File: src/rtl/lcd_pkg.sv
// Shared types and constants for the LCD timing generator.
// Provides the RGB565 pixel type, the default 800x480 panel timing and the
// colour-bar palette used when LCD_TEST_PATTERN_EN is defined.
package lcd_pkg;

  typedef struct packed {
    logic [4:0] r;
    logic [5:0] g;
    logic [4:0] b;
  } rgb565_t;

  // Default 800x480 panel timing (pixels / lines)
  localparam int LCD_H_ACTIVE = 800;
  localparam int LCD_H_FP     = 40;
  localparam int LCD_H_SYNC   = 48;
  localparam int LCD_H_BP     = 40;
  localparam int LCD_V_ACTIVE = 480;
  localparam int LCD_V_FP     = 13;
  localparam int LCD_V_SYNC   = 3;
  localparam int LCD_V_BP     = 29;
  localparam bit LCD_SYNC_POL = 1'b0;

  // Full-scale RGB565 colour-bar palette
  localparam rgb565_t COL_WHITE   = '{r: 5'h1F, g: 6'h3F, b: 5'h1F};
  localparam rgb565_t COL_YELLOW  = '{r: 5'h1F, g: 6'h3F, b: 5'h00};
  localparam rgb565_t COL_CYAN    = '{r: 5'h00, g: 6'h3F, b: 5'h1F};
  localparam rgb565_t COL_GREEN   = '{r: 5'h00, g: 6'h3F, b: 5'h00};
  localparam rgb565_t COL_MAGENTA = '{r: 5'h1F, g: 6'h00, b: 5'h1F};
  localparam rgb565_t COL_RED     = '{r: 5'h1F, g: 6'h00, b: 5'h00};
  localparam rgb565_t COL_BLUE    = '{r: 5'h00, g: 6'h00, b: 5'h1F};
  localparam rgb565_t COL_BLACK   = '{r: 5'h00, g: 6'h00, b: 5'h00};

  // Bar index (0 = leftmost) to colour
  function automatic rgb565_t bar_colour(input logic [2:0] idx);
    case (idx)
      3'd0:    return COL_WHITE;
      3'd1:    return COL_YELLOW;
      3'd2:    return COL_CYAN;
      3'd3:    return COL_GREEN;
      3'd4:    return COL_MAGENTA;
      3'd5:    return COL_RED;
      3'd6:    return COL_BLUE;
      default: return COL_BLACK;
    endcase
  endfunction

endpackage

File: src/rtl/lcd_timing_gen_if.sv
// Bus between the LCD timing generator, its pixel FIFO and the panel pins.
//
// Handshake: RDEN is a read request with no backpressure. Every cycle RDEN
// is high the FIFO must present the next pixel on RDDATA in the following
// cycle; there is no ready/valid pair because the panel cannot stall.
// START/STOP are single-cycle frame markers for the FIFO side.
interface lcd_timing_gen_if;
  logic        ENABLE;
  logic        START;
  logic        STOP;
  logic        RDEN;
  logic [15:0] RDDATA;
  logic        LCD_DE;
  logic        LCD_HSYNC;
  logic        LCD_VSYNC;
  logic [4:0]  LCD_R;
  logic [5:0]  LCD_G;
  logic [4:0]  LCD_B;
  logic [15:0] FRAME_COUNT;

  // Timing generator side
  modport master (
    input  ENABLE, RDDATA,
    output START, STOP, RDEN, LCD_DE, LCD_HSYNC, LCD_VSYNC,
           LCD_R, LCD_G, LCD_B, FRAME_COUNT
  );

  // FIFO / controller side
  modport slave (
    output ENABLE, RDDATA,
    input  START, STOP, RDEN, LCD_DE, LCD_HSYNC, LCD_VSYNC,
           LCD_R, LCD_G, LCD_B, FRAME_COUNT
  );
endinterface

File: src/rtl/lcd_sync_counter.sv
// One axis of the raster: wrap counter over active/front porch/sync/back
// porch with a carry-in enable. Flags decode the current count.
module lcd_sync_counter #(
  parameter int ACTIVE  = 8,
  parameter int FP      = 2,
  parameter int SYNC    = 2,
  parameter int BP      = 2,
  parameter int RST_VAL = 0,
  parameter int W       = $clog2(ACTIVE + FP + SYNC + BP)
) (
  input  logic         i_clk,
  input  logic         i_rst,
  input  logic         i_clr,
  input  logic         i_en,
  output logic [W-1:0] o_count,
  output logic         o_wrap,
  output logic         o_active,
  output logic         o_sync
);

  localparam int          TOTAL   = ACTIVE + FP + SYNC + BP;
  localparam logic [W-1:0] LAST   = W'(TOTAL - 1);
  localparam logic [W-1:0] START_V = W'(RST_VAL);
  localparam logic [31:0] ACT_END = 32'(ACTIVE);
  localparam logic [31:0] SYNC_LO = 32'(ACTIVE + FP);
  localparam logic [31:0] SYNC_HI = 32'(ACTIVE + FP + SYNC);

  logic [W-1:0] r_count;
  logic [31:0]  w_count32;

  // Count on carry-in, wrap at the end of the axis; clear returns to the idle point
  always_ff @(posedge i_clk or posedge i_rst) begin
    if (i_rst) begin
      r_count <= START_V;
    end else if (i_clr) begin
      r_count <= START_V;
    end else if (i_en) begin
      r_count <= (r_count == LAST) ? '0 : r_count + W'(1);
    end
  end

  assign w_count32 = 32'(r_count);
  assign o_count   = r_count;
  assign o_wrap    = i_en & (r_count == LAST);
  assign o_active  = (w_count32 < ACT_END);
  assign o_sync    = (w_count32 >= SYNC_LO) && (w_count32 < SYNC_HI);

endmodule

File: src/rtl/lcd_timing_gen.sv
// LCD raster timing generator: pixel read requests to a FIFO, panel
// DE/HSYNC/VSYNC/RGB, frame markers and a completed-frame counter.
// Optional macro LCD_TEST_PATTERN_EN replaces the FIFO pixel data with
// eight vertical colour bars (RDEN timing is unchanged).
module lcd_timing_gen
  import lcd_pkg::*;
#(
  parameter int H_ACTIVE = LCD_H_ACTIVE,
  parameter int H_FP     = LCD_H_FP,
  parameter int H_SYNC   = LCD_H_SYNC,
  parameter int H_BP     = LCD_H_BP,
  parameter int V_ACTIVE = LCD_V_ACTIVE,
  parameter int V_FP     = LCD_V_FP,
  parameter int V_SYNC   = LCD_V_SYNC,
  parameter int V_BP     = LCD_V_BP,
  parameter bit SYNC_POL = LCD_SYNC_POL
) (
  input  logic              CLK_PXCLK,
  input  logic              RESET,
  lcd_timing_gen_if.master  bus
);

  localparam int   H_TOTAL   = H_ACTIVE + H_FP + H_SYNC + H_BP;
  localparam int   V_TOTAL   = V_ACTIVE + V_FP + V_SYNC + V_BP;
  localparam int   HW        = $clog2(H_TOTAL);
  localparam int   VW        = $clog2(V_TOTAL);
  localparam logic SYNC_ACT  = SYNC_POL;
  localparam logic SYNC_IDLE = ~SYNC_POL;

  logic [HW-1:0] w_h_count;
  logic [VW-1:0] w_v_count;
  logic          w_h_wrap, w_h_active, w_h_sync;
  logic          w_v_wrap_unused, w_v_active, w_v_sync;
  logic          w_clr;
  logic          w_start, w_stop_nat;

  logic          r_start, r_stop, r_rden, r_de;
  logic          r_hs_pipe, r_hs, r_vs_pipe, r_vs;
  logic [15:0]   r_frame;
  rgb565_t       w_rgb;

  // Dropping ENABLE parks both axes at the idle point (first blank line)
  assign w_clr = ~bus.ENABLE;

  lcd_sync_counter #(
    .ACTIVE(H_ACTIVE), .FP(H_FP), .SYNC(H_SYNC), .BP(H_BP),
    .RST_VAL(0), .W(HW)
  ) u_h_cnt (
    .i_clk(CLK_PXCLK), .i_rst(RESET), .i_clr(w_clr), .i_en(bus.ENABLE),
    .o_count(w_h_count), .o_wrap(w_h_wrap),
    .o_active(w_h_active), .o_sync(w_h_sync)
  );

  lcd_sync_counter #(
    .ACTIVE(V_ACTIVE), .FP(V_FP), .SYNC(V_SYNC), .BP(V_BP),
    .RST_VAL(V_ACTIVE), .W(VW)
  ) u_v_cnt (
    .i_clk(CLK_PXCLK), .i_rst(RESET), .i_clr(w_clr), .i_en(w_h_wrap),
    .o_count(w_v_count), .o_wrap(w_v_wrap_unused),
    .o_active(w_v_active), .o_sync(w_v_sync)
  );

  // START at the head of the last blank line, STOP just past the last pixel
  assign w_start    = (32'(w_h_count) == 32'd0) &&
                      (32'(w_v_count) == 32'(V_TOTAL - 1));
  assign w_stop_nat = (32'(w_h_count) == 32'(H_ACTIVE)) &&
                      (32'(w_v_count) == 32'(V_ACTIVE - 1));

  // Registered frame markers, read request and the one-cycle panel pipeline
  always_ff @(posedge CLK_PXCLK or posedge RESET) begin
    if (RESET) begin
      r_start   <= 1'b0;
      r_stop    <= 1'b0;
      r_rden    <= 1'b0;
      r_de      <= 1'b0;
      r_hs_pipe <= SYNC_IDLE;
      r_hs      <= SYNC_IDLE;
      r_vs_pipe <= SYNC_IDLE;
      r_vs      <= SYNC_IDLE;
      r_frame   <= 16'd0;
    end else if (!bus.ENABLE) begin
      // Aborting inside the active rows tells the FIFO the frame is over;
      // the in-flight pixel is discarded. Partial frames are not counted.
      r_start   <= 1'b0;
      r_stop    <= w_v_active;
      r_rden    <= 1'b0;
      r_de      <= 1'b0;
      r_hs_pipe <= SYNC_IDLE;
      r_hs      <= SYNC_IDLE;
      r_vs_pipe <= SYNC_IDLE;
      r_vs      <= SYNC_IDLE;
    end else begin
      r_start   <= w_start;
      r_stop    <= w_stop_nat;
      r_rden    <= w_h_active & w_v_active;
      r_de      <= r_rden;
      r_hs_pipe <= w_h_sync ? SYNC_ACT : SYNC_IDLE;
      r_hs      <= r_hs_pipe;
      r_vs_pipe <= w_v_sync ? SYNC_ACT : SYNC_IDLE;
      r_vs      <= r_vs_pipe;
      if (w_stop_nat) begin
        r_frame <= r_frame + 16'd1;
      end
    end
  end

`ifdef LCD_TEST_PATTERN_EN
  logic [2:0] w_bar_idx;
  logic [2:0] r_bar_read, r_bar_show;

  // Bar index of the pixel being read, only meaningful while h is active
  assign w_bar_idx = 3'((32'(w_h_count) * 32'd8) / 32'(H_ACTIVE));

  // Carry the bar index alongside RDEN -> LCD_DE
  always_ff @(posedge CLK_PXCLK or posedge RESET) begin
    if (RESET) begin
      r_bar_read <= 3'd0;
      r_bar_show <= 3'd0;
    end else if (!bus.ENABLE) begin
      r_bar_read <= 3'd0;
      r_bar_show <= 3'd0;
    end else begin
      r_bar_read <= w_bar_idx;
      r_bar_show <= r_bar_read;
    end
  end
`endif

  // Pixel colour: FIFO word (or bar colour) while DE, black otherwise
  always_comb begin
    w_rgb = '0;
    if (r_de) begin
`ifdef LCD_TEST_PATTERN_EN
      w_rgb = bar_colour(r_bar_show);
`else
      w_rgb = rgb565_t'(bus.RDDATA);
`endif
    end
  end

  assign bus.START       = r_start;
  assign bus.STOP        = r_stop;
  assign bus.RDEN        = r_rden;
  assign bus.LCD_DE      = r_de;
  assign bus.LCD_HSYNC   = r_hs;
  assign bus.LCD_VSYNC   = r_vs;
  assign bus.LCD_R       = w_rgb.r;
  assign bus.LCD_G       = w_rgb.g;
  assign bus.LCD_B       = w_rgb.b;
  assign bus.FRAME_COUNT = r_frame;

endmodule

File: src/flat_wrapper.sv
// flat-port wrapper written by rule: the top's interface ports become plain ports
module lcd_timing_gen_flat import lcd_pkg::*;
#(
  parameter int H_ACTIVE = LCD_H_ACTIVE,
  parameter int H_FP     = LCD_H_FP,
  parameter int H_SYNC   = LCD_H_SYNC,
  parameter int H_BP     = LCD_H_BP,
  parameter int V_ACTIVE = LCD_V_ACTIVE,
  parameter int V_FP     = LCD_V_FP,
  parameter int V_SYNC   = LCD_V_SYNC,
  parameter int V_BP     = LCD_V_BP,
  parameter bit SYNC_POL = LCD_SYNC_POL
)
  (CLK_PXCLK, RESET, bus_ENABLE, bus_RDDATA, bus_START, bus_STOP, bus_RDEN, bus_LCD_DE, bus_LCD_HSYNC, bus_LCD_VSYNC, bus_LCD_R, bus_LCD_G, bus_LCD_B, bus_FRAME_COUNT);
  lcd_timing_gen_if bus_i ();
  input  logic CLK_PXCLK;
  input  logic RESET;
  input wire logic [$bits(bus_i.ENABLE)-1:0] bus_ENABLE;
  input wire logic [$bits(bus_i.RDDATA)-1:0] bus_RDDATA;
  output wire logic [$bits(bus_i.START)-1:0] bus_START;
  output wire logic [$bits(bus_i.STOP)-1:0] bus_STOP;
  output wire logic [$bits(bus_i.RDEN)-1:0] bus_RDEN;
  output wire logic [$bits(bus_i.LCD_DE)-1:0] bus_LCD_DE;
  output wire logic [$bits(bus_i.LCD_HSYNC)-1:0] bus_LCD_HSYNC;
  output wire logic [$bits(bus_i.LCD_VSYNC)-1:0] bus_LCD_VSYNC;
  output wire logic [$bits(bus_i.LCD_R)-1:0] bus_LCD_R;
  output wire logic [$bits(bus_i.LCD_G)-1:0] bus_LCD_G;
  output wire logic [$bits(bus_i.LCD_B)-1:0] bus_LCD_B;
  output wire logic [$bits(bus_i.FRAME_COUNT)-1:0] bus_FRAME_COUNT;
  assign bus_i.ENABLE = bus_ENABLE;
  assign bus_i.RDDATA = bus_RDDATA;
  assign bus_START = bus_i.START;
  assign bus_STOP = bus_i.STOP;
  assign bus_RDEN = bus_i.RDEN;
  assign bus_LCD_DE = bus_i.LCD_DE;
  assign bus_LCD_HSYNC = bus_i.LCD_HSYNC;
  assign bus_LCD_VSYNC = bus_i.LCD_VSYNC;
  assign bus_LCD_R = bus_i.LCD_R;
  assign bus_LCD_G = bus_i.LCD_G;
  assign bus_LCD_B = bus_i.LCD_B;
  assign bus_FRAME_COUNT = bus_i.FRAME_COUNT;
  lcd_timing_gen #(.H_ACTIVE(H_ACTIVE), .H_FP(H_FP), .H_SYNC(H_SYNC), .H_BP(H_BP), .V_ACTIVE(V_ACTIVE), .V_FP(V_FP), .V_SYNC(V_SYNC), .V_BP(V_BP), .SYNC_POL(SYNC_POL)) u_core (.CLK_PXCLK(CLK_PXCLK), .RESET(RESET), .bus(bus_i));
endmodule
File: config.mk
export PLATFORM = sky130hd
export DESIGN_NAME = lcd_timing_gen_flat
export DESIGN_NICKNAME = d
export VERILOG_FILES = /design/src/rtl/lcd_pkg.sv /design/src/rtl/lcd_timing_gen_if.sv /design/src/rtl/lcd_sync_counter.sv /design/src/rtl/lcd_timing_gen.sv /design/src/flat_wrapper.sv
export SDC_FILE = /design/constraint.sdc
export NUM_CORES = 1
export LEC_CHECK = 0
export BUFFER_PORTS_ARGS = -buffer_cell sky130_fd_sc_hd__buf_2
export CAP_MARGIN = 10
export CORE_UTILIZATION = 53
export CTS_CLUSTER_DIAMETER = 150
export DETAILED_ROUTE_END_ITERATION = 16
export PLACE_DENSITY_LB_ADDON = 0.1
export SLEW_MARGIN = 10
export SYNTH_ARGS = -nofsm -noshare
export SYNTH_HDL_FRONTEND = slang
export SYNTH_SLANG_ARGS = --single-unit
File: constraint.sdc
create_clock -name CLK_PXCLK -period 2.46 [get_ports CLK_PXCLK]
set_input_delay 0.246 -clock CLK_PXCLK [delete_from_list [all_inputs] [get_ports CLK_PXCLK]]
set_output_delay 0.246 -clock CLK_PXCLK [all_outputs]
set_load 0.03 [all_outputs]
* Word level (Yosys, flattened, before mapping)
Index checks and enable logic that the tools add are counted.
** Word-level totals
- Memory bits (read-only) :: 0
- Bits in latches :: 0
- Register bits :: 44
- Bits in writable memories :: 0
- Memories kept :: 0
- Input bits :: 19
- Output and inout port bits :: 38
- Word-level logic and storage cells :: 49
** Cells by class
- Equality and inequality tests :: 5
- Mux-type cells :: 16
- Divide/modulo/power cells :: 0
- Reduce and logical (&&, ||, !) cells :: 6
- Shift operators :: 0
- $mul :: 0
- Magnitude comparators :: 6
- Add/subtract/negate cells :: 3
- Bitwise operators :: 2
** Operators by type and width (number)
- 2-to-1 mux 10 bit :: 5
- == test 10 bit, second input constant :: 3
- adder 10 x 1 -> 10 bit, second input constant :: 2
- less-than comparator 10 bit, second input constant :: 2
- less-than comparator 10 x 9 -> 1 bit, second input constant :: 2
- adder 16 x 1 -> 16 bit, second input constant :: 1
- 2-to-1 mux 16 bit :: 1
- == test 10 x 9 -> 1 bit, second input constant :: 1
- >= comparator 10 bit, second input constant :: 1
- >= comparator 10 x 9 -> 1 bit, second input constant :: 1
- zero test 10 bit :: 1
- 2-to-1 mux 1 bit :: 10
- logical AND 1 bit :: 4
- AND 1 bit :: 2
- != test 2 x 1 -> 1 bit, second input constant :: 1
- AND reduction 2 bit :: 1

* Logic depth before layout (Yosys ltp)
Gate-level depths: netlist (run 1).
- Depth in word-level cells :: 4
- Mapped depth :: 8

* Hierarchy
From an unflattened synthesis (run 1), not the netlist that was laid out.
** Second synthesis, totals
- Cells, all modules :: 242
- Area, all modules :: 2442.3 um^2
** Modules (own cells, without submodules)
- lcd_timing_gen :: area each 1154.9 um^2, instances 1, cells each 109
- lcd_sync_counter (u_core.u_v_cnt) :: area each 714.4 um^2, instances 1, cells each 76
- lcd_sync_counter (u_core.u_h_cnt) :: area each 573.0 um^2, instances 1, cells each 57

* Worst setup path after synthesis (run 1)
Ideal clock, no wire load.
- Kind :: flip-flop to flip-flop
- Start :: register u_core.u_v_cnt.r_count[7], in the netlist u_core.u_v_cnt.o_count[7]
- End :: register u_core.r_frame[14], in the netlist u_core.bus.FRAME_COUNT[14]
- Data arrival time :: 1.985 ns
- Data required time :: 2.327 ns
- Setup time :: 0.133 ns
- Stages on the path, launching flop included :: 6
- Path slack :: 0.342 ns
- Path through :: dfstp_2 -> nand3b_1 -> or4_4 -> nor4_2 -> or3b_1 -> xnor2_1
** Between the ends
- Longest elaborated chain between the ends :: 3
** RTL lines
- start: declaration :: RTL line lcd_sync_counter.sv:28 : logic [W-1:0] r_count;
- start signal: assignment :: RTL line lcd_sync_counter.sv:38 : r_count <= (r_count == LAST) ? '0 : r_count + W'(1);
- == test 10 x 9 -> 1 bit :: RTL line lcd_timing_gen.sv:67 : (32'(w_v_count) == 32'(V_ACTIVE - 1));
- logical AND 1 bit :: RTL line lcd_timing_gen.sv:66 : assign w_stop_nat = (32'(w_h_count) == 32'(H_ACTIVE)) &&
- AND reduction 2 bit (no source line)
- end signal: assignment :: RTL line lcd_timing_gen.sv:102 : r_frame <= r_frame + 16'd1;
- end: declaration :: RTL line lcd_timing_gen.sv:39 : logic [15:0] r_frame;
No other way between the ends.
A chain may end at the register's enable or synchronous reset.

* Worst setup path after layout (run 1)
- Start :: register u_core.u_h_cnt.r_count[0], in the netlist u_core.u_h_cnt.o_count[0]
- End :: register u_core.u_v_cnt.r_count[4], in the netlist u_core.u_v_cnt.o_count[4]
** Between the ends
- Longest elaborated chain between the ends :: 3
** RTL lines
- start: declaration :: RTL line lcd_sync_counter.sv:28
- start signal: assignment :: RTL line lcd_sync_counter.sv:38
- == test 10 bit :: RTL line lcd_sync_counter.sv:44 : assign o_wrap = i_en & (r_count == LAST);
- AND 1 bit :: RTL line lcd_sync_counter.sv:44
- != test 2 x 1 -> 1 bit (no source line)
No other way between the ends.

==> impl_results.md, run 1 <==
- Multiplexer area fraction after synthesis: 0.491%
- Avg Synthesized Cell Area: 9.93 um^2
- Initial DRC Count: 115
- Crit path launch: u_core.u_h_cnt.o_count[0]
- Sequential power share: 55.0%
- Total global routing track utilization: 23.6%
- Async set or reset register ratio after synthesis: 100%
- Clock transition at path regs: 0.08 ns
- Synth top area share: 39.3%
- Crit path max fanout: 9
- CP Capture Type: flop
- Post-synthesis cell area: 2290 um^2
- Worst Setup EP: u_core.u_v_cnt.o_count[4]
- Clock share of power: 41.2%
- Post-Syn Nets: 257
- Post-CTS setup buffer count: 0
- Clk root buf: clkbuf_8
- Post-Synth Adder-Cell Area: 3.82%
- Antenna cell count: 0
- Num CTS Buffers: 5
- Yosys cell types: 46
- Initial Util: 56.1%
- R2r worst-path depth: 5
- Final WL: 4.80 mm
- Post-Synth Simple-Gate Area: 28.4%
- Vias per cell: 5.49
- Synth warnings: 0
- Number of routed nets with antenna violations: 0
- EDFF count, synth: 0
- Main combinational cell family by area after synthesis: simple AND/OR/NAND/NOR gates
- CTS sink count: 44
- Fin Setup TNS: 0 ns
- Post-Synthesis Cells: 231
- Ports: 57
- CTS Buffer Depth: 2
- First-pass GRT wire length: 7.94 mm
- Worst vdd ir: 0.000410 V
- Max Cap Violations: 0
- Post-DP HPWL: 3.52 mm
- Sw power: 283 uW
- Post-Synth XOR/XNOR Area: 8.78%
- TritonCTS clock tree: done
- Row count: 23
- Combinational fraction of design power: 3.8%
- Crit-path leading delay family: simple AND/OR/NAND/NOR gates
- Vias in the first global route: 1,705
- Fin crit share: 91.6%
- Gp weighted congestion: 0.903
- Die X: 67.8 um
- Total congestion overflow: 0
- Worst slew pin tran: 0.526 ns
- Final nets: 318
- Relative slew slack: 64.9%
- CP Data Arrival Time: 2.48 ns
- Worst EP required: 2.69 ns
- H-tree levels: 2
- Most used flip-flop cell after synthesis: dfrtp_1
- Hold Buf Count CTS: 0
- Share of layout cells above drive strength 1: 28.7%
- Worst-case clock skew: 0.00326 ns
- DIE AREA: 4590 um^2
- Vias: 1,882
- Max stage delay cell, worst path: or4_1
- Leakage: 0.00133 uW
- Run status: complete, no violations
- Area Overhead vs Synth: 20.2%
- Switching Share: 21.3%
- Cts repair resizes: 0
- RSZ-0062 raised after global routing: false
- Pins Over Slew Limit: 0
- Area leader, netlist: dfrtp_1
- Cell mode on critical path: or4_1
- Avg WL per Cell: 14.0 um
- Finished Core Util: 67.5%
- Max incr delay on CP: 0.71 ns
- Pwr Total: 1330 uW
- DR DRC count: 0
- Pwr dens: 483 nW/um^2
- Synth top area cells: dfrtp_1 39%, dfstp_2 9.2%, and2_1 4.6%
- Initial antenna violation count: 0
- CP Depth: 5
- Crit path kind: reg2reg
- Reg2Reg Setup Slack: 0.21 ns
- # setup viols final: 0
- Worst reg2reg path startpoint: u_core.u_h_cnt.o_count[0]
- Yosys reg bits: 44
- Tightest hold margin: 0.0713 ns
- Hold Fails Final Rpt: 0
- Crit start category: flop
- Clk_lat worst skew: 0.30 ns
- RR Endpoint: u_core.u_v_cnt.o_count[4]
- Drt pass-1 iters: 4
- Largest net degree at the start of global routing: 45
- Hold Path Class: in2async
- Crit-path cells: ha_1, nand3_1, or4_1, or4_1, a21oi_1
- CP bufs+invs: 0
- Fmax: 444 MHz
- Synth Area in Compound Gates: 6.06%
- Cell internal pwr: 1050 uW
- Final min period: 2.25 ns
- Core area: 4090 um^2
- Seq/Total Area, Yosys: 48.4%
- Number of port buffers: 56
- DIE HEIGHT: 67.8 um
layout by cell type (no fill, tap or decap), drive strengths merged, types with 2 or more instances in the layout:
master  netlist  routed
a21oi         6       6
and2         17      17
and3          3       3
and4          3       3
buf           3      63
clkbuf        6       5
dfrtp        36      36
dfstp         8       8
ha            7       7
inv          13      13
nand2        11      11
nand2b        3       3
nand3        16      16
nand4         6       6
nor2         25      25
nor2b         2       2
nor3          2       2
nor4          6       6
nor4b         2       2
o21ai         7       7
o311ai        2       2
or2           2       2
or3           3       3
or4           5       5
xnor2        12      12
xor2         11      11
metrics by stage:
| stage | worst slack [ns] | std cells | area (um^2) |
|---|---|---|---|
| finish | 0.207 | 343 | 2760 |
| global route | 0.148 | 343 | 2760 |
| CTS | 0.223 | 343 | 2760 |
| detailed placement | 0.234 | 335 | 2650 |
| global placement | 0.295 | 335 | 2650 |
| floorplan | 0.342 | 231 | 2290 |
logic make-up (layout without fill, tap and decap cells):
| group | count (synthesis) | after routing |
|---|---|---|
| xor gates and xnor gates | 23 | 23 |
| and+or+nand+nor | 112 | 112 |
| DFF | 44 | 44 |
| buffers and inverters | 22 | 84 |
| adders and majority gates | 7 | 7 |
| muxes | 1 | 1 |
| AOI/OAI and AO/OA | 22 | 22 |
power by group through the flow:
| stage | Clock [uW] | Sequential, uW | Combinational [uW] |
|---|---|---|---|
| CTS | 559 | 732 | 52.3 |
| floorplan | 0 | 743 | 31.9 |
| finish | 548 | 732 | 50.4 |
| global route | 589 | 732 | 59.4 |
| detailed placement | 0 | 746 | 52.1 |
| global placement | 0 | 745 | 51.6 |
worst min path at each step:
stage | slack, ns | from | cells after the start | endpoint
floorplan | 0.45 | u_core.u_h_cnt.o_count[0] | 1 | u_core.u_h_cnt.o_count[0]
global placement | 0.41 | RESET | 3 | u_core.bus.LCD_DE
detailed placement | 0.41 | RESET | 3 | u_core.u_h_cnt.o_count[9]
CTS | 0.09 | RESET | 3 | u_core.bus.FRAME_COUNT[0]
global route | 0.11 | RESET | 3 | u_core.bus.FRAME_COUNT[0]
finish | 0.07 | RESET | 3 | u_core.bus.LCD_DE
flip-flops by register name (all words and copies together) (netlist names):
name and cells:
u_core.bus.FRAME_COUNT 16, u_core.bus.LCD_DE 1, u_core.bus.LCD_HSYNC 1, u_core.bus.LCD_VSYNC 1
u_core.bus.RDEN 1, u_core.bus.START 1, u_core.bus.STOP 1, u_core.r_hs_pipe 1
u_core.r_vs_pipe 1, u_core.u_h_cnt.o_count 10, u_core.u_v_cnt.o_count 10
synth_stat cells, drive strengths merged, types with 2 or more instances:
master / instances
a21oi: 6
and2: 17
and3: 3
and4: 3
buf: 3
clkbuf: 6
dfrtp: 36
dfstp: 8
ha: 7
inv: 13
nand2: 11
nand2b: 3
nand3: 16
nand4: 6
nor2: 25
nor2b: 2
nor3: 2
nor4: 6
nor4b: 2
o21ai: 7
o311ai: 2
or2: 2
or3: 3
or4: 5
xnor2: 12
xor2: 11
layer usage:
metal  global-route usage [%]  vias to the layer above  part of all wire, %
met5                        0                        -                    0
met4                     8.59                        0                  1.1
met3                     5.41                        6                  5.7
met2                     39.5                       62                   50
met1                     29.5                      902                   43
li1                         -                      912                    -
worst min-delay path: cells and delay by family:
| kind | cells | cell delay, ns |
|---|---|---|
| buf+inv | 3 | 0.57 |
final cells by class:
cell class	count	area, um^2
clock buffers	5	68.8
clock inverters	3	42.5
fillers	342	1330
inverters	13	48.8
multi-input cells	165	1090
flip-flops and latches	44	1110
well taps	50	62.6
repair buffers	63	333
(Power assumes the default switching activity.)
==> run 2: changes to the inputs <==
REMOVE_ABC_BUFFERS = 1   (was unset)
==> impl_results.md, run 2 (synthesis results as in run 1) <==
- Sw power: 277 uW (-1.9%)
- Worst EP required: 2.69 ns (about the same)
- Area Overhead vs Synth: 19.0%
- Post-CTS setup buffer count: 0 (unchanged)
- Hold Path Class: in2async
- Share of layout cells above drive strength 1: 28.4% (-0.24 points)
- Vias: 1,840 (-2.2%)
- Clk root buf: clkbuf_8
- Ports: 57 (unchanged)
- Filler cells: 352 (+2.9%)
- Initial antenna violation count: 0 (unchanged)
- Combinational fraction of design power: 4.3% (+0.5 points)
- Initial DRC Count: 113 (-1.7%)
- Worst vdd ir: 0.000352 V (-14%)
- Antenna cell count: 0 (unchanged)
- DIE HEIGHT: 67.8 um (unchanged)
- Sequential power share: 58.5% (+3.5 points)
- Multi-input logic area: 1090 um^2 (unchanged)
- Total global routing track utilization: 22.2% (-1.3 points)
- CP Capture Type: flop
- Crit path kind: reg2reg
- Cell area after layout: 2730 um^2 (-0.95%)
- CP Data Arrival Time: 2.43 ns (-0.05 ns)
- Switching Share: 22.2% (+0.92 points)
- Pins Over Slew Limit: 0 (unchanged)
- Crit start category: flop
- Pwr dens: 458 nW/um^2 (-5.1%)
- Clock share of power: 37.1% (-4.1 points)
- TritonCTS clock tree: done
- Hold Buf Count CTS: 0 (unchanged)
- Num CTS Buffers: 5 (unchanged)
- Post-DP HPWL: 3.41 mm (-3.1%)
- Number of port buffers: 56 (unchanged)
- CTS Buffer Depth: 2 (unchanged)
- Fin crit share: 89.4% (-2.2 points)
- Reg area: 1110 um^2 (unchanged)
- Largest net degree at the start of global routing: 45 (unchanged)
- Core area: 4090 um^2 (unchanged)
- CTS sink count: 44 (unchanged)
- Final WL: 4.59 mm (-4.4%)
- First-pass GRT wire length: 7.49 mm (-5.7%)
- Final nets: 317 (-0.31%)
- Worst-case clock skew: 0.00714 ns (+0.00388 ns)
- Max reg flops: 16 (unchanged)
- Commonest non-fill, non-tap cell in the layout: buf_2
- Crit path max fanout: 8 (-1)
- Number of routed nets with antenna violations: 0 (unchanged)
- Vias in the first global route: 1,678 (-1.6%)
- Worst slew pin tran: 0.526 ns (+0.0000195 ns)
- DR DRC count: 0 (unchanged)
- Post-Place Cell Area: 2640 um^2 (-0.28%)
- Max Cap Violations: 0 (unchanged)
- Leakage: 0.00132 uW (-0.98%)
- Final min period: 2.20 ns (-0.0534 ns)
- Clk_lat worst skew: 0.30 ns (about the same)
- Avg WL per Cell: 13.4 um (-4.1%)
- Drt pass-1 iters: 4 (unchanged)
- Crit path launch: u_core.u_h_cnt.o_count[0]
- Initial Util: 56.1% (unchanged)
- Cts repair resizes: 0 (unchanged)
- Worst reg2reg path startpoint: u_core.u_h_cnt.o_count[0]
- Vias per cell: 5.38 (-1.9%)
- Gp weighted congestion: 0.778 (-14%)
- DIE AREA: 4590 um^2 (unchanged)
- Run status: complete, no violations
- Most frequent cells in the layout: 56 x buf_2, 36 x dfrtp_1, 25 x nor2_1
- Row count: 23 (unchanged)
- # setup viols final: 0 (unchanged)
- Total congestion overflow: 0 (unchanged)
- Hold Fails Final Rpt: 0 (unchanged)
- Cell internal pwr: 973 uW (-7.1%)
- Clock transition at path regs: 0.08 ns (about the same)
- RSZ-0062 raised after global routing: false
- Die X: 67.8 um (unchanged)
- Fin Setup TNS: 0 ns (unchanged)
- Fmax: 455 MHz (+2.4%)
- Relative slew slack: 64.9% (about the same)
- H-tree levels: 2 (unchanged)
-- run 2: cell types whose count changed in the layout (fill, tap and decap cells not counted) --
cell / before / now
clkbuf_8: 5 / 6
inv_1: 13 / 12
clkinv_1: 0 / 1
bufinv_16: 1 / 0
buf_4: 7 / 6
clkinvlp_4: 1 / 0
clkinv_2: 1 / 2
-- run 2: per-layer routing --
metal	global-route usage, %	wire length [um]	vias to the layer above
li1	-	-	917
met1	26.5	2070	861
met2	38.0	2170	54
met3	5.41	271	8
met4	9.38	80	0
met5	0	0	-
-- run 2: area by class of cell --
| class | count | share of cell area (%) |
|---|---|---|
| timing repair buffer | 62 | 11.9 |
| tap | 50 | 2.29 |
| clock inverter | 2 | 0.367 |
| multi-input combinational | 165 | 39.9 |
| sequential | 44 | 40.7 |
| clock buffer | 6 | 3.02 |
| inverter | 13 | 1.79 |
-- run 2: stage by stage --
stage          setup slack, ns  util (%)  hold slack [ns]  total power (uW)  instances
2_1_floorplan            0.332         -            0.285               772        222
3_3_place_gp             0.323      64.5            0.405               799        334
3_5_place_dp             0.279      64.5            0.406               801        334
4_1_cts                  0.254      66.8           0.0791              1270        342
5_1_grt                  0.118      66.8            0.123              1300        342
6_report                 0.260      66.8           0.0506              1250        342
-- run 2: final timing paths --
path                                               to  slack [ns]  cells past startpoint
min                         u_core.u_v_cnt.o_count[1]        0.05                      3
min reg2reg                u_core.bus.FRAME_COUNT[15]        0.48                      1
max in group asynchronous            u_core.r_hs_pipe        2.02                      3
max                         u_core.u_v_cnt.o_count[4]        0.26                      5
max reg2reg                 u_core.u_v_cnt.o_count[4]        0.26                      5
min in group CLK_PXCLK      u_core.u_v_cnt.o_count[6]        0.24                      2
-- run 2: critical path, stage by stage, from the launching register on --
cell and delay [ns]:
dfrtp_1 0.39, ha_1 0.24, nand3_1 0.13, or4_1 0.68, or4_1 0.54, a21oi_1 0.15
-- run 2: power by group through the flow --
stage	Clock, uW	Sequential, uW	Combinational, uW
floorplan	0	745	27.3
global route	502	732	63.2
global placement	0	745	53.7
CTS	480	732	55.8
detailed placement	0	746	55.7
finish	464	732	53.9
==> run 3: changes to the inputs <==
CAP_MARGIN = 20   (was 10)
PLACE_DENSITY_LB_ADDON = 0.08   (was 0.1)
==> impl_results.md, run 3 (synthesis results as in run 1) <==
- Run status: complete, no violations
- DIE AREA: 4590 um^2 (unchanged)
- R2r worst-path depth: 5 (unchanged)
- # setup viols final: 0 (unchanged)
- Fmax: 451 MHz (-0.82%)
- CTS sink count: 44 (unchanged)
- Die X: 67.8 um (unchanged)
- Final WL: 5.11 mm (+11%)
- Antenna cell count: 0 (unchanged)
- Crit path launch: u_core.u_h_cnt.o_count[0]
- Cts repair resizes: 0 (unchanged)
- Hold Fails Final Rpt: 0 (unchanged)
- Max Cap Violations: 0 (unchanged)
- Num CTS Buffers: 5 (unchanged)
- Fin crit share: 90.2% (+0.74 points)
- First-pass GRT wire length: 8.11 mm (+8.4%)
- Reg2Reg Setup Slack: 0.24 ns (-0.02 ns)
- Hold Buf Count CTS: 0 (unchanged)
- Most frequent cells in the layout: 56 x buf_2, 36 x dfrtp_1, 25 x nor2_1
- Total global routing track utilization: 24.6% (+2.4 points)
- Dpl cells: 333 (-0.30%)
- Leakage: 0.00132 uW (+0.19%)
- Combinational fraction of design power: 4.1% (-0.2 points)
- RR Endpoint: u_core.u_v_cnt.o_count[4]
- Relative slew slack: 63.8% (-1.1 points)
- Sw power: 285 uW (+2.7%)
- H-tree levels: 2 (unchanged)
- Post-CTS setup buffer count: 0 (unchanged)
- Cell internal pwr: 1050 uW (+8.0%)
- Largest net degree at the start of global routing: 45 (unchanged)
- Worst-case clock skew: 0.0101 ns (+0.00297 ns)
- DIE HEIGHT: 67.8 um (unchanged)
- Number of routed nets with antenna violations: 0 (unchanged)
- Worst Setup EP: u_core.u_v_cnt.o_count[4]
- Pins Over Slew Limit: 0 (unchanged)
- Initial Util: 56.1% (unchanged)
- Gp weighted congestion: 0.835 (+7.3%)
- Share of layout cells above drive strength 1: 27.8% (-0.59 points)
- Commonest non-fill, non-tap cell in the layout: buf_2
- Row count: 23 (unchanged)
- Initial DRC Count: 69 (-39%)
- CP Capture Type: flop
- Ports: 57 (unchanged)
- Worst vdd ir: 0.000445 V (+27%)
- Pwr dens: 488 nW/um^2 (+6.5%)
- Crit path kind: reg2reg
- Core area: 4090 um^2 (unchanged)
- RSZ-0062 raised after global routing: false
- Crit start category: flop
- Clk root buf: clkbuf_8
- Post-DP HPWL: 3.68 mm (+8.0%)
- Final nets: 316 (-0.32%)
- Final min period: 2.22 ns (+0.0182 ns)
- Clock transition at path regs: 0.09 ns (about the same)
- TritonCTS clock tree: done
- Clock share of power: 41.1% (+4.0 points)
- Vias in the first global route: 1,700 (+1.3%)
- Area Overhead vs Synth: 19.4%
- Switching Share: 21.3% (-0.84 points)
- Crit path max fanout: 8 (unchanged)
- Fin Setup TNS: 0 ns (unchanged)
- Clk_lat worst skew: 0.30 ns (about the same)
- Vias: 1,904 (+3.5%)
- CP Data Arrival Time: 2.45 ns (+0.02 ns)
- Initial antenna violation count: 0 (unchanged)
- Sequential power share: 54.8% (-3.7 points)
- Number of port buffers: 56 (unchanged)
- DR DRC count: 0 (unchanged)
- Avg WL per Cell: 15.0 um (+12%)
- Max reg flops: 16 (unchanged)
- Hold Path Class: in2async
- Non-Filler Instances: 341 (-0.29%)
- Worst slew pin tran: 0.543 ns (+0.0167 ns)
- Worst EP required: 2.69 ns (about the same)
- Vias per cell: 5.58 (+3.8%)
- Total congestion overflow: 0 (unchanged)
- Worst reg2reg path startpoint: u_core.u_h_cnt.o_count[0]
- Drt pass-1 iters: 4 (unchanged)
- CTS Buffer Depth: 2 (unchanged)
==> run 3: layout make-up <==
type,instances,area (um^2)
clock buffer,6,72.6
clock inverter,2,35.0
fill,330,1350
inverter,13,48.8
multi-input combinational,165,1090
sequential,44,1110
tap,50,62.6
timing repair buffer,61,318
==> run 3: metal layers <==
layer | part of all wire, % | vias up | track usage (%)
met5 | 0 | - | 0
met2 | 50 | 85 | 43.7
li1 | - | 916 | -
met4 | 1.4 | 0 | 7.55
met1 | 42 | 896 | 28.8
met3 | 7.5 | 7 | 6.59
==> run 3: worst max-delay path: stages, from the launching register on <==
cell and delay (ns):
dfrtp_1 0.39, ha_1 0.24, nand3_1 0.14, or4_1 0.68
or4_1 0.54, a21oi_1 0.15
==> run 3: how the worst min path moves through the flow <==
stage          cells after the start                    endpoint       start  slack [ns]
2_1_floorplan                      1   u_core.u_v_cnt.o_count[6]  bus_ENABLE        0.29
3_3_place_gp                       3  u_core.bus.FRAME_COUNT[15]       RESET        0.42
3_5_place_dp                       3  u_core.bus.FRAME_COUNT[13]       RESET        0.42
4_1_cts                            3  u_core.bus.FRAME_COUNT[13]       RESET        0.10
5_1_grt                            3  u_core.bus.FRAME_COUNT[14]       RESET        0.12
6_report                           3  u_core.bus.FRAME_COUNT[13]       RESET        0.07
==> run 3: stage by stage <==
stage          worst slack (ns)  total power, uW  util [%]  area (um^2)  hold WS, ns
2_1_floorplan             0.332              772         -         2250        0.285
3_3_place_gp              0.307              801      64.4         2630        0.416
3_5_place_dp              0.255              801      64.4         2630        0.419
4_1_cts                   0.238             1340      67.0         2740        0.100
5_1_grt                  0.0892             1370      67.0         2740        0.119
6_report                  0.242             1330      67.0         2740       0.0661
==> run 3: power by group through the flow <==
stage / Combinational [uW] / Sequential (uW) / Clock (uW)
after floorplan: 27.3 / 745 / 0
after global placement: 55.3 / 745 / 0
after detailed placement: 55.5 / 746 / 0
after CTS: 56.2 / 732 / 548
after global routing: 62.1 / 733 / 578
final: 54.5 / 732 / 548
